<file path="config.mk">
export PLATFORM = sky130hd
export DESIGN_NAME = div_unit_flat
export DESIGN_NICKNAME = d
export VERILOG_FILES = /design/src/rtl/div_pkg.sv /design/src/rtl/div_if.sv /design/src/rtl/div_datapath.sv /design/src/rtl/div_unit.sv /design/src/flat_wrapper.sv
export SDC_FILE = /design/constraint.sdc
export NUM_CORES = 1
export LEC_CHECK = 0
export BUFFER_PORTS_ARGS = -buffer_cell sky130_fd_sc_hd__buf_2
export CORE_MARGIN = 4
export CORE_UTILIZATION = 60
export DETAILED_ROUTE_END_ITERATION = 8
export PLACE_DENSITY = 0.82
export SYNTH_ARGS = -nofsm -noshare
export SYNTH_HDL_FRONTEND = slang
export SYNTH_SLANG_ARGS = --single-unit
</file>
<file path="constraint.sdc">
create_clock -name clk -period 5.93 [get_ports clk]
set_clock_uncertainty 0.15 [all_clocks]
set_input_delay 0.2965 -clock clk [delete_from_list [all_inputs] [get_ports clk]]
set_output_delay 0.2965 -clock clk [all_outputs]
set_load 0.1 [all_outputs]
</file>
<file path="src/rtl/div_pkg.sv">
// div_pkg: shared types and constants for the iterative divider.
//   divStateT  - FSM state encoding (IDLE, BUSY, DONE)
//   DIV_CYCLES - iteration count of a full 32-bit divide
package div_pkg;

    localparam int unsigned DIV_CYCLES = 32;

    typedef enum logic [1:0] {
        IDLE = 2'd0,
        BUSY = 2'd1,
        DONE = 2'd2
    } divStateT;

endpackage

</file>
<file path="src/rtl/div_if.sv">
// div_if: execute-stage <-> divider handshake.
//   master (pipeline): drives divE, signedE, srcaE, srcbE, cancelE
//   slave  (divider):  drives divstallE, divdoneE, loE, hiE
interface div_if #(
    parameter int unsigned WIDTH = 32
);
    logic             divE;
    logic             signedE;
    logic [WIDTH-1:0] srcaE;
    logic [WIDTH-1:0] srcbE;
    logic             cancelE;
    logic             divstallE;
    logic             divdoneE;
    logic [WIDTH-1:0] loE;
    logic [WIDTH-1:0] hiE;

    modport master (
        output divE, signedE, srcaE, srcbE, cancelE,
        input  divstallE, divdoneE, loE, hiE
    );

    modport slave (
        input  divE, signedE, srcaE, srcbE, cancelE,
        output divstallE, divdoneE, loE, hiE
    );
endinterface

</file>
<file path="src/rtl/div_datapath.sv">
// div_datapath: restoring-divide shift registers, trial subtractor and
// sign correction of the final quotient/remainder.
//   clk, rst     - clock, synchronous active-high reset
//   start        - latch operand magnitudes and signs, clear remainder
//   bypass       - zero-divisor shortcut: write results at the start edge
//   step         - perform one shift/subtract iteration
//   finish       - this step is the last one; register corrected results
//   signedIn     - signed divide
//   srcA, srcB   - dividend, divisor
//   lo, hi       - registered quotient, remainder
module div_datapath #(
    parameter int unsigned WIDTH = 32
) (
    input  logic             clk,
    input  logic             rst,
    input  logic             start,
    input  logic             bypass,
    input  logic             step,
    input  logic             finish,
    input  logic             signedIn,
    input  logic [WIDTH-1:0] srcA,
    input  logic [WIDTH-1:0] srcB,
    output logic [WIDTH-1:0] lo,
    output logic [WIDTH-1:0] hi
);

    logic [WIDTH-1:0] rem, quo, divisor;
    logic             quoSign, remSign;

    logic             aNeg, bNeg;
    logic [WIDTH-1:0] absA, absB;
    logic [WIDTH:0]   remSh;
    logic             geq;
    logic [WIDTH-1:0] remDiff, remNext, quoNext;

    function automatic logic [WIDTH-1:0] fixSign(input logic [WIDTH-1:0] v, input logic neg);
        return neg ? -v : v;
    endfunction

    // Operand magnitudes; 0x80000000 maps onto itself as an unsigned magnitude.
    assign aNeg = signedIn & srcA[WIDTH-1];
    assign bNeg = signedIn & srcB[WIDTH-1];
    assign absA = fixSign(srcA, aNeg);
    assign absB = fixSign(srcB, bNeg);

    // One iteration: remSh < 2*divisor, so a W-bit difference suffices when geq.
    assign remSh   = {rem, quo[WIDTH-1]};
    assign geq     = remSh >= {1'b0, divisor};
    assign remDiff = remSh[WIDTH-1:0] - divisor;
    assign remNext = geq ? remDiff : remSh[WIDTH-1:0];
    assign quoNext = {quo[WIDTH-2:0], geq};

    always_ff @(posedge clk) begin
        if (rst) begin
            rem     <= '0;
            quo     <= '0;
            divisor <= '0;
            quoSign <= 1'b0;
            remSign <= 1'b0;
            lo      <= '0;
            hi      <= '0;
        end else if (start) begin
            rem     <= '0;
            quo     <= absA;
            divisor <= absB;
            quoSign <= aNeg ^ bNeg;
            remSign <= aNeg;
            if (bypass) begin
                lo <= fixSign({WIDTH{1'b1}}, aNeg ^ bNeg);
                hi <= fixSign(absA, aNeg);
            end
        end else if (step) begin
            rem <= remNext;
            quo <= quoNext;
            if (finish) begin
                lo <= fixSign(quoNext, quoSign);
                hi <= fixSign(remNext, remSign);
            end
        end
    end

endmodule

</file>
<file path="src/rtl/div_unit.sv">
// div_unit: iterative radix-2 restoring divider for DIV/DIVU in execute.
// Holds the pipeline via divstallE and pulses divdoneE with LO/HI.
//   clk, rst - clock, synchronous active-high reset
//   bus      - div_if.slave (divE, signedE, srcaE, srcbE, cancelE in;
//              divstallE, divdoneE, loE, hiE out)
// Build option: DIV_ZERO_BYPASS_EN - zero divisor skips the iterations.
module div_unit
    import div_pkg::*;
#(
    parameter int unsigned WIDTH = DIV_CYCLES
) (
    input  logic clk,
    input  logic rst,
    div_if.slave bus
);

    localparam int unsigned CNT_W = $clog2(WIDTH);

    divStateT          state;
    logic [CNT_W-1:0]  count;
    logic              doneQ;
    logic              start, step, last, bypass;
    logic [WIDTH-1:0]  lo, hi;

    assign start = (state == IDLE) & bus.divE & ~bus.cancelE;
    assign step  = (state == BUSY) & ~bus.cancelE;
    assign last  = count == CNT_W'(WIDTH - 1);

`ifdef DIV_ZERO_BYPASS_EN
    assign bypass = start & (bus.srcbE == '0);
`else
    assign bypass = 1'b0;
`endif

    // State, iteration counter and registered done pulse.
    always_ff @(posedge clk) begin
        if (rst) begin
            state <= IDLE;
            count <= '0;
            doneQ <= 1'b0;
        end else begin
            doneQ <= 1'b0;
            if (bus.cancelE) begin
                state <= IDLE;
                count <= '0;
            end else begin
                case (state)
                    IDLE: begin
                        if (bus.divE) begin
                            count <= '0;
                            if (bypass) begin
                                state <= DONE;
                                doneQ <= 1'b1;
                            end else begin
                                state <= BUSY;
                            end
                        end
                    end
                    BUSY: begin
                        count <= count + CNT_W'(1);
                        if (last) begin
                            state <= DONE;
                            doneQ <= 1'b1;
                        end
                    end
                    DONE:    state <= IDLE;
                    default: state <= IDLE;
                endcase
            end
        end
    end

    div_datapath #(.WIDTH(WIDTH)) uDatapath (
        .clk      (clk),
        .rst      (rst),
        .start    (start),
        .bypass   (bypass),
        .step     (step),
        .finish   (step & last),
        .signedIn (bus.signedE),
        .srcA     (bus.srcaE),
        .srcB     (bus.srcbE),
        .lo       (lo),
        .hi       (hi)
    );

    // Stall covers the start cycle combinationally, then all of BUSY.
    assign bus.divstallE = ~rst & (start | (state == BUSY));
    assign bus.divdoneE  = doneQ;
    assign bus.loE       = lo;
    assign bus.hiE       = hi;

endmodule

</file>
<file path="src/flat_wrapper.sv">
// flat-port wrapper written by rule: the top's interface ports become plain ports
module div_unit_flat import div_pkg::*;
#(
    parameter int unsigned WIDTH = DIV_CYCLES
)
  (clk, rst, bus_divE, bus_signedE, bus_srcaE, bus_srcbE, bus_cancelE, bus_divstallE, bus_divdoneE, bus_loE, bus_hiE);
  div_if #(.WIDTH(WIDTH)) bus_i ();
  input  logic clk;
  input  logic rst;
  input wire logic [$bits(bus_i.divE)-1:0] bus_divE;
  input wire logic [$bits(bus_i.signedE)-1:0] bus_signedE;
  input wire logic [$bits(bus_i.srcaE)-1:0] bus_srcaE;
  input wire logic [$bits(bus_i.srcbE)-1:0] bus_srcbE;
  input wire logic [$bits(bus_i.cancelE)-1:0] bus_cancelE;
  output wire logic [$bits(bus_i.divstallE)-1:0] bus_divstallE;
  output wire logic [$bits(bus_i.divdoneE)-1:0] bus_divdoneE;
  output wire logic [$bits(bus_i.loE)-1:0] bus_loE;
  output wire logic [$bits(bus_i.hiE)-1:0] bus_hiE;
  assign bus_i.divE = bus_divE;
  assign bus_i.signedE = bus_signedE;
  assign bus_i.srcaE = bus_srcaE;
  assign bus_i.srcbE = bus_srcbE;
  assign bus_i.cancelE = bus_cancelE;
  assign bus_divstallE = bus_i.divstallE;
  assign bus_divdoneE = bus_i.divdoneE;
  assign bus_loE = bus_i.loE;
  assign bus_hiE = bus_i.hiE;
  div_unit #(.WIDTH(WIDTH)) u_core (.clk(clk), .rst(rst), .bus(bus_i));
endmodule
</file>
==> results of run 1 <==
==> path summary, 6_finish.rpt <==
kind                                                     to  slack (ns)  depth (start not counted)
worst min-delay path            u_core.uDatapath.divisor[2]        0.03                          3
worst min register to register       u_core.uDatapath.hi[5]        0.30                          2
worst max register to register      u_core.uDatapath.hi[30]        0.68                         17
worst max-delay path                u_core.uDatapath.hi[30]        0.68                         17
==> cells by family after synthesis <==
kind of cell	Yosys count
muxes	23
buffers and inverters	155
AOI/OAI and AO/OA	481
DFF	170
xor gates and xnor gates	112
and+or+nand+nor	569
adders and majority gates	39
==> routing by layer <==
layer  vias to the layer above  track usage (%)  part of all wire, %
met3                       117             4.11                  7.4
met2                       648             50.3                   45
met4                         0             14.2                  4.4
li1                       5919                -                    -
met5                         -                0                    0
met1                      5763             45.7                   43
==> final cells by class <==
type	count	area, um^2	share of cell area, %
clock buffers	20	467	3.53
clock inverters	12	128	0.966
inverters	56	210	1.59
multi-input cells	1224	7880	59.7
flip-flops and latches	170	3400	25.8
well taps	265	332	2.51
repair buffers	149	791	5.99
==> layout by cell type (no fill, tap or decap), drive strengths merged, types with 18 or more instances in the layout <==
master  netlist  routed
nor4         21      21
nand2       133     133
a21oi       107     107
xnor2        43      43
o31ai        34      34
a211oi       91      91
buf          25     147
dfxtp       170     170
nor3         45      45
or3          27      27
o21ai        77      77
ha           38      38
mux2i        18      18
xor2         69      69
clkbuf       74      20
inv          55      61
a222oi       30      30
nand3        36      36
nor2        204     204
==> registers in the layout, summed over array words and instances (netlist names) <==
register and cells:
u_core.uDatapath.quo 32, u_core.bus.divdoneE 1, u_core.state 2, u_core.uDatapath.remSign 1, u_core.uDatapath.lo 32, u_core.uDatapath.hi 32
u_core.count 5, u_core.uDatapath.rem 32, u_core.uDatapath.divisor 32, u_core.uDatapath.quoSign 1
==> power by group through the flow <==
stage | clock [mW] | sequential [mW] | combinational [mW]
after detailed placement | 0 | 1.24 | 1.11
after global routing | 1.20 | 1.22 | 1.25
after CTS | 1.15 | 1.22 | 1.12
final | 1.15 | 1.22 | 1.15
after global placement | 0 | 1.24 | 1.10
after floorplan | 0 | 1.23 | 0.822
==> worst register-to-register path, delay by kind of cell (launching register included) <==
| kind | cells | cell delay (ns) |
|---|---|---|
| flops | 1 | 0.44 |
| compound gates | 9 | 2.67 |
| fa+ha+maj | 2 | 0.63 |
| simple gates | 5 | 0.96 |
| mux | 1 | 0.29 |
==> stage by stage <==
stage	worst slack (ns)	std cells	cell area [um^2]	power (mW)	hold WS (ns)
finish	0.676	1896	13200	3.51	0.0263
detailed placement	0.841	1862	12600	2.35	0.299
global route	0.195	1896	13200	3.66	0.0477
floorplan	0.859	1549	11900	2.05	0.282
global placement	1.02	1862	12600	2.34	0.291
CTS	0.812	1896	13200	3.48	0.0179
==> metrics.yaml, run 1 <==
drt:
  first_pass_iters: 8
  vias: 12400
  remaining_drc_errors: 0
  final_antenna_net_count: 0
  drtIter0Drc: 1446
  viasPerCell: 6.56
  wl_per_cell_um: 19.4
  totalWireLength_um: 36900
worst_setup_path:
  start_kind: "flip-flop"
  r2r_start: "u_core.uDatapath.rem[3]"
  crit_required_ns: 6.11
  end_kind: "flip-flop"
  crit_path_max_fanout: 9
  crit_path_start: "u_core.uDatapath.rem[3]"
  slowest_delay_ns: 0.44
  cp_slowest_cell: "dfxtp_1"
  path_cells: "ha_1, a21o_1, a31oi_1, a21o_1, a21oi_2, o31ai_4, nand2_2, mux2i_1, ha_1, nand2_1, a2111oi_0, and3_1, nand4b_1, o31ai_1, nand3b_1, o311a_1, a211o_1"
  crit_type: "reg -> reg"
  path_delay_family: "compound AO/OA/AOI/OAI gates"
  critPathArrivalTime_ns: 5.43
  cp_num_buf_inv: 0
clock_tree:
  worstSkewPairLatency_ns: 0.44
  ctsRootBufferMaster: "clkbuf_16"
  ctsHtreeMaxLevel: 4
  numCtsBuffers: 17
  cts_sinks: 170
  clk_pin_slew_ns: 0.07
  cts_tree: "done"
  holdBufCountCts: 2
  cts_buffer_depth: 2
  post-cts-setup-buffers: 0
  cts_resized: 0
floorplanning:
  die_w_um: 149
  die_h_um: 149
  io_pins: 135
  num_rows: 51
  start_util_pct: 61.0
  design.core.area_um2: 19500
  die_area_um2: 22100
power:
  p_int_mw: 2.20
  power.switching_mw: 1.32
  ir_drop_mv: 0.217
  p_leak_nw: 5.19
  clockPowerShare_pct: 32.7
  swShare_pct: 37.5
  seq_power_share_pct: 34.6
  pwr-share-comb_pct: 32.7
  power_density_nw_per_um2: 266
final_layout:
  drive_gt1_share_pct: 13.7
  antenna_cells: 0
  final_core_util_pct: 67.9
  fin_nets: 1726
  fillers: 1619
  syn2layout_area_growth_pct: 11.2
timing:
  slew_headroom_pct: 18.5
  hold_viol_final: 0
  rsz0062_at_grt: "no"
  drv_slew: 0
  fmax_mhz: 190
  tns_ns: 0
  tightest_slew_ns: 1.22
  finalCriticalPeriod_ns: 5.25
  setup_viol_count_final: 0
  finalCritPeriodShare_pct: 88.6
logic_synthesis:
  synth_most_common_cell: "nor2_1"
  synth_compound_area_share_pct: 28.7
  synthSimpleGateAreaFrac_pct: 23.0
  synth_ff_type: "dfxtp_1"
  ys_ff_latch: 170
  yosys.area.top_type: "dfxtp_1"
  yosys_warnings: 0
  synthTopCellsByCount: "nor2_1, dfxtp_1, nand2_1, a21oi_1, a211oi_1"
  synth-adder-area-share_pct: 4.17
  synth_top_cell_area_share_pct: 28.6
  synth_mux_area_share_pct: 1.99
  synth_area_leaders: "dfxtp_1, nor2_1, a211oi_1"
  synth_seq_area_share_pct: 28.6
  synth_xor_area_share_pct: 8.26
  synthCells: 1549
  synthArstFlopShare_pct: 0
  syn_nets: 1657
  ys_types: 89
  synth_area_um2: 11900
  synth-edff-count: 0
  synth_top_family_by_area: "compound AO/OA/AOI/OAI gates"
  syn_area_per_cell_um2: 7.67
global_routing:
  grt_pass1_vias: 11200
  grt_pass1_wl_um: 58700
  antenna_found_initial: 0
  grt.overflow.total: 0
  grt_max_degree: 86
  grt_use_total_pct: 32.5
placed_design:
  hpwlAfterDp_um: 27600
  place.gp.congestion: 0.989
  numPortBuffers: 134
flow_run:
  cap_viol_max_count: 0
hold_path:
  min_from: "bus_srcbE[2]"
  hp-class: "in -> reg"
status:
  outcome: "finished clean"
(Power assumes the default switching activity.)
==> inputs of run 2 (changes only) <==
Settings changed: PLACE_DENSITY 0.82 to not set, PLACE_DENSITY_LB_ADDON set to 0.2.
==> metrics.yaml, run 2 (synthesis results as in run 1) <==
clock_tree:
  cts_buffer_depth: 2  # unchanged
  cts_resized: 0  # unchanged
  post-cts-setup-buffers: 0  # unchanged
  cts_tree: "done"  # unchanged
  holdBufCountCts: 0  # was 2
  ctsRootBufferMaster: "clkbuf_16"  # unchanged
  worstSkewPairLatency_ns: 0.44  # about the same
  ctsHtreeMaxLevel: 4  # unchanged
  numCtsBuffers: 17  # unchanged
  cts_sinks: 170  # unchanged
  clk_pin_slew_ns: 0.06  # was 0.07 ns
floorplanning:
  die_area_um2: 22100  # unchanged
  die_h_um: 149  # unchanged
  die_w_um: 149  # unchanged
  design.core.area_um2: 19500  # unchanged
  num_rows: 51  # unchanged
  io_pins: 135  # unchanged
  start_util_pct: 61.0  # unchanged
worst_setup_path:
  critPathArrivalTime_ns: 5.61  # was 5.43 ns
  r2r_cells: 17  # unchanged
  crit_required_ns: 6.11  # about the same
  r2r_setup_slack_ns: 0.49  # was 0.68 ns
  timing.rr.end: "u_core.uDatapath.hi[30]"  # unchanged
  crit_type: "reg -> reg"  # unchanged
  end_kind: "flip-flop"  # unchanged
  crit_path_max_fanout: 13  # was 9
  r2r_start: "u_core.uDatapath.rem[3]"  # unchanged
  start_kind: "flip-flop"  # unchanged
timing:
  drv_slew: 0  # unchanged
  tightest_slew_ns: 1.25  # was 1.22 ns
  finalCritPeriodShare_pct: 91.7  # was 88.6%
  hold_viol_final: 0  # unchanged
  finalCriticalPeriod_ns: 5.44  # was 5.25 ns
  rsz0062_at_grt: "no"  # unchanged
  fmax_mhz: 184  # was 190 MHz
  setup_viol_count_final: 0  # unchanged
  tns_ns: 0  # unchanged
  fin_ws_ns: 0.492  # was 0.676 ns
  slew_headroom_pct: 16.7  # was 18.5%
drt:
  totalWireLength_um: 37300  # was 36900 um
  wl_per_cell_um: 19.7  # was 19.4 um
  first_pass_iters: 8  # unchanged
  remaining_drc_errors: 0  # unchanged
  final_antenna_net_count: 0  # unchanged
  drtIter0Drc: 1485  # was 1446
  vias: 12500  # was 12.4k
  viasPerCell: 6.58  # was 6.56
placed_design:
  hpwlAfterDp_um: 27400  # was 27600 um
  numPortBuffers: 134  # unchanged
  place.gp.congestion: 1.03  # was 0.989
  place_ws_ns: 0.726  # was 0.841 ns
global_routing:
  grt.overflow.total: 0  # unchanged
  antenna_found_initial: 0  # unchanged
  grt_pass1_wl_um: 59200  # was 58700 um
  grt_max_degree: 96  # was 86
  grt_pass1_vias: 11500  # was 11.2k
  grt_use_total_pct: 33.0  # was 32.5%
hold_path:
  whs_endpoint: "u_core.uDatapath.divisor[1]"  # was u_core.uDatapath.divisor[2]
  hp-class: "in -> reg"  # unchanged
  min_path_cells: 3  # unchanged
  min_from: "bus_srcbE[1]"  # was bus_srcbE[2]
final_layout:
  multi_input_area_um2: 7880  # unchanged
  fin_nets: 1723  # was 1726
  final_core_util_pct: 68.0  # was 67.9%
  drive_gt1_share_pct: 13.6  # was 13.7%
  layout_commonest_cell: "nor2_1"  # unchanged
  layout_common_cells: "nor2_1, dfxtp_1, buf_2"  # unchanged
  syn2layout_area_growth_pct: 11.4  # was 11.2%
  seq_area_um2: 3400  # unchanged
  fillers: 1664  # was 1619
  antenna_cells: 0  # unchanged
power:
  ir_drop_mv: 0.222  # was 0.217 mV
  power_density_nw_per_um2: 273  # was 266 nW/um^2
  p_leak_nw: 5.20  # was 5.19 nW
status:
  outcome: "finished clean"  # unchanged
flow_run:
  cap_viol_max_count: 0  # unchanged
run 2: area by class of cell:
cell class / count / area share (%)
clock buffers: 19 / 3.42
inverters: 56 / 1.59
repair buffers: 146 / 5.86
well taps: 265 / 2.50
multi-input cells: 1224 / 59.5
clock inverters: 12 / 1.41
flip-flops and latches: 170 / 25.7
run 2: per-stage QoR:
stage                     cell area (um^2)  std cells  hold WS, ns  power (mW)
after floorplan                      11900       1549        0.282        2.05
after global placement               12600       1861        0.293        2.34
after detailed placement             12600       1861        0.296        2.36
after CTS                            13200       1892      0.00841        3.58
after global routing                 13200       1892       0.0163        3.76
final                                13200       1892       0.0108        3.61
run 2: critical path, stage by stage (launching register included):
cell       delay [ns]
dfxtp_1          0.46
ha_1             0.35
a21o_1           0.24
a31oi_1          0.44
a21o_1           0.28
a21oi_2          0.12
o31ai_4          0.22
nand2_2          0.23
mux2i_1          0.29
ha_1             0.27
nand2_1          0.09
a2111oi_0        0.51
and3_1           0.29
nand4b_1         0.18
o31ai_1          0.40
nand3b_1         0.25
o311a_1          0.34
a211o_1          0.21
run 2: power by group:
group	internal, mW	switching (mW)	total, mW
logic	0.395	0.767	1.16
clock network	0.732	0.501	1.23
registers	1.18	0.0421	1.22
total	2.30	1.31	3.61
run 2: per-layer routing:
metal	part of all wire, %	up-vias	track usage, %
met4	4.8	0	15.6
met5	0	-	0
li1	-	5913	-
met2	44	597	50.6
met3	8.7	112	5.91
met1	42	5836	45.2
run 2: how the worst max path moves through the flow:
stage,start,to,slack (ns),depth (start not counted)
detailed placement,u_core.uDatapath.rem[3],u_core.uDatapath.hi[30],0.73,17
CTS,u_core.uDatapath.rem[3],u_core.uDatapath.hi[30],0.68,17
floorplan,u_core.uDatapath.rem[5],u_core.uDatapath.hi[30],0.86,23
global placement,u_core.uDatapath.rem[3],u_core.uDatapath.hi[30],1.00,17
global route,u_core.uDatapath.rem[5],u_core.uDatapath.hi[30],0.17,17
finish,u_core.uDatapath.rem[3],u_core.uDatapath.hi[30],0.49,17
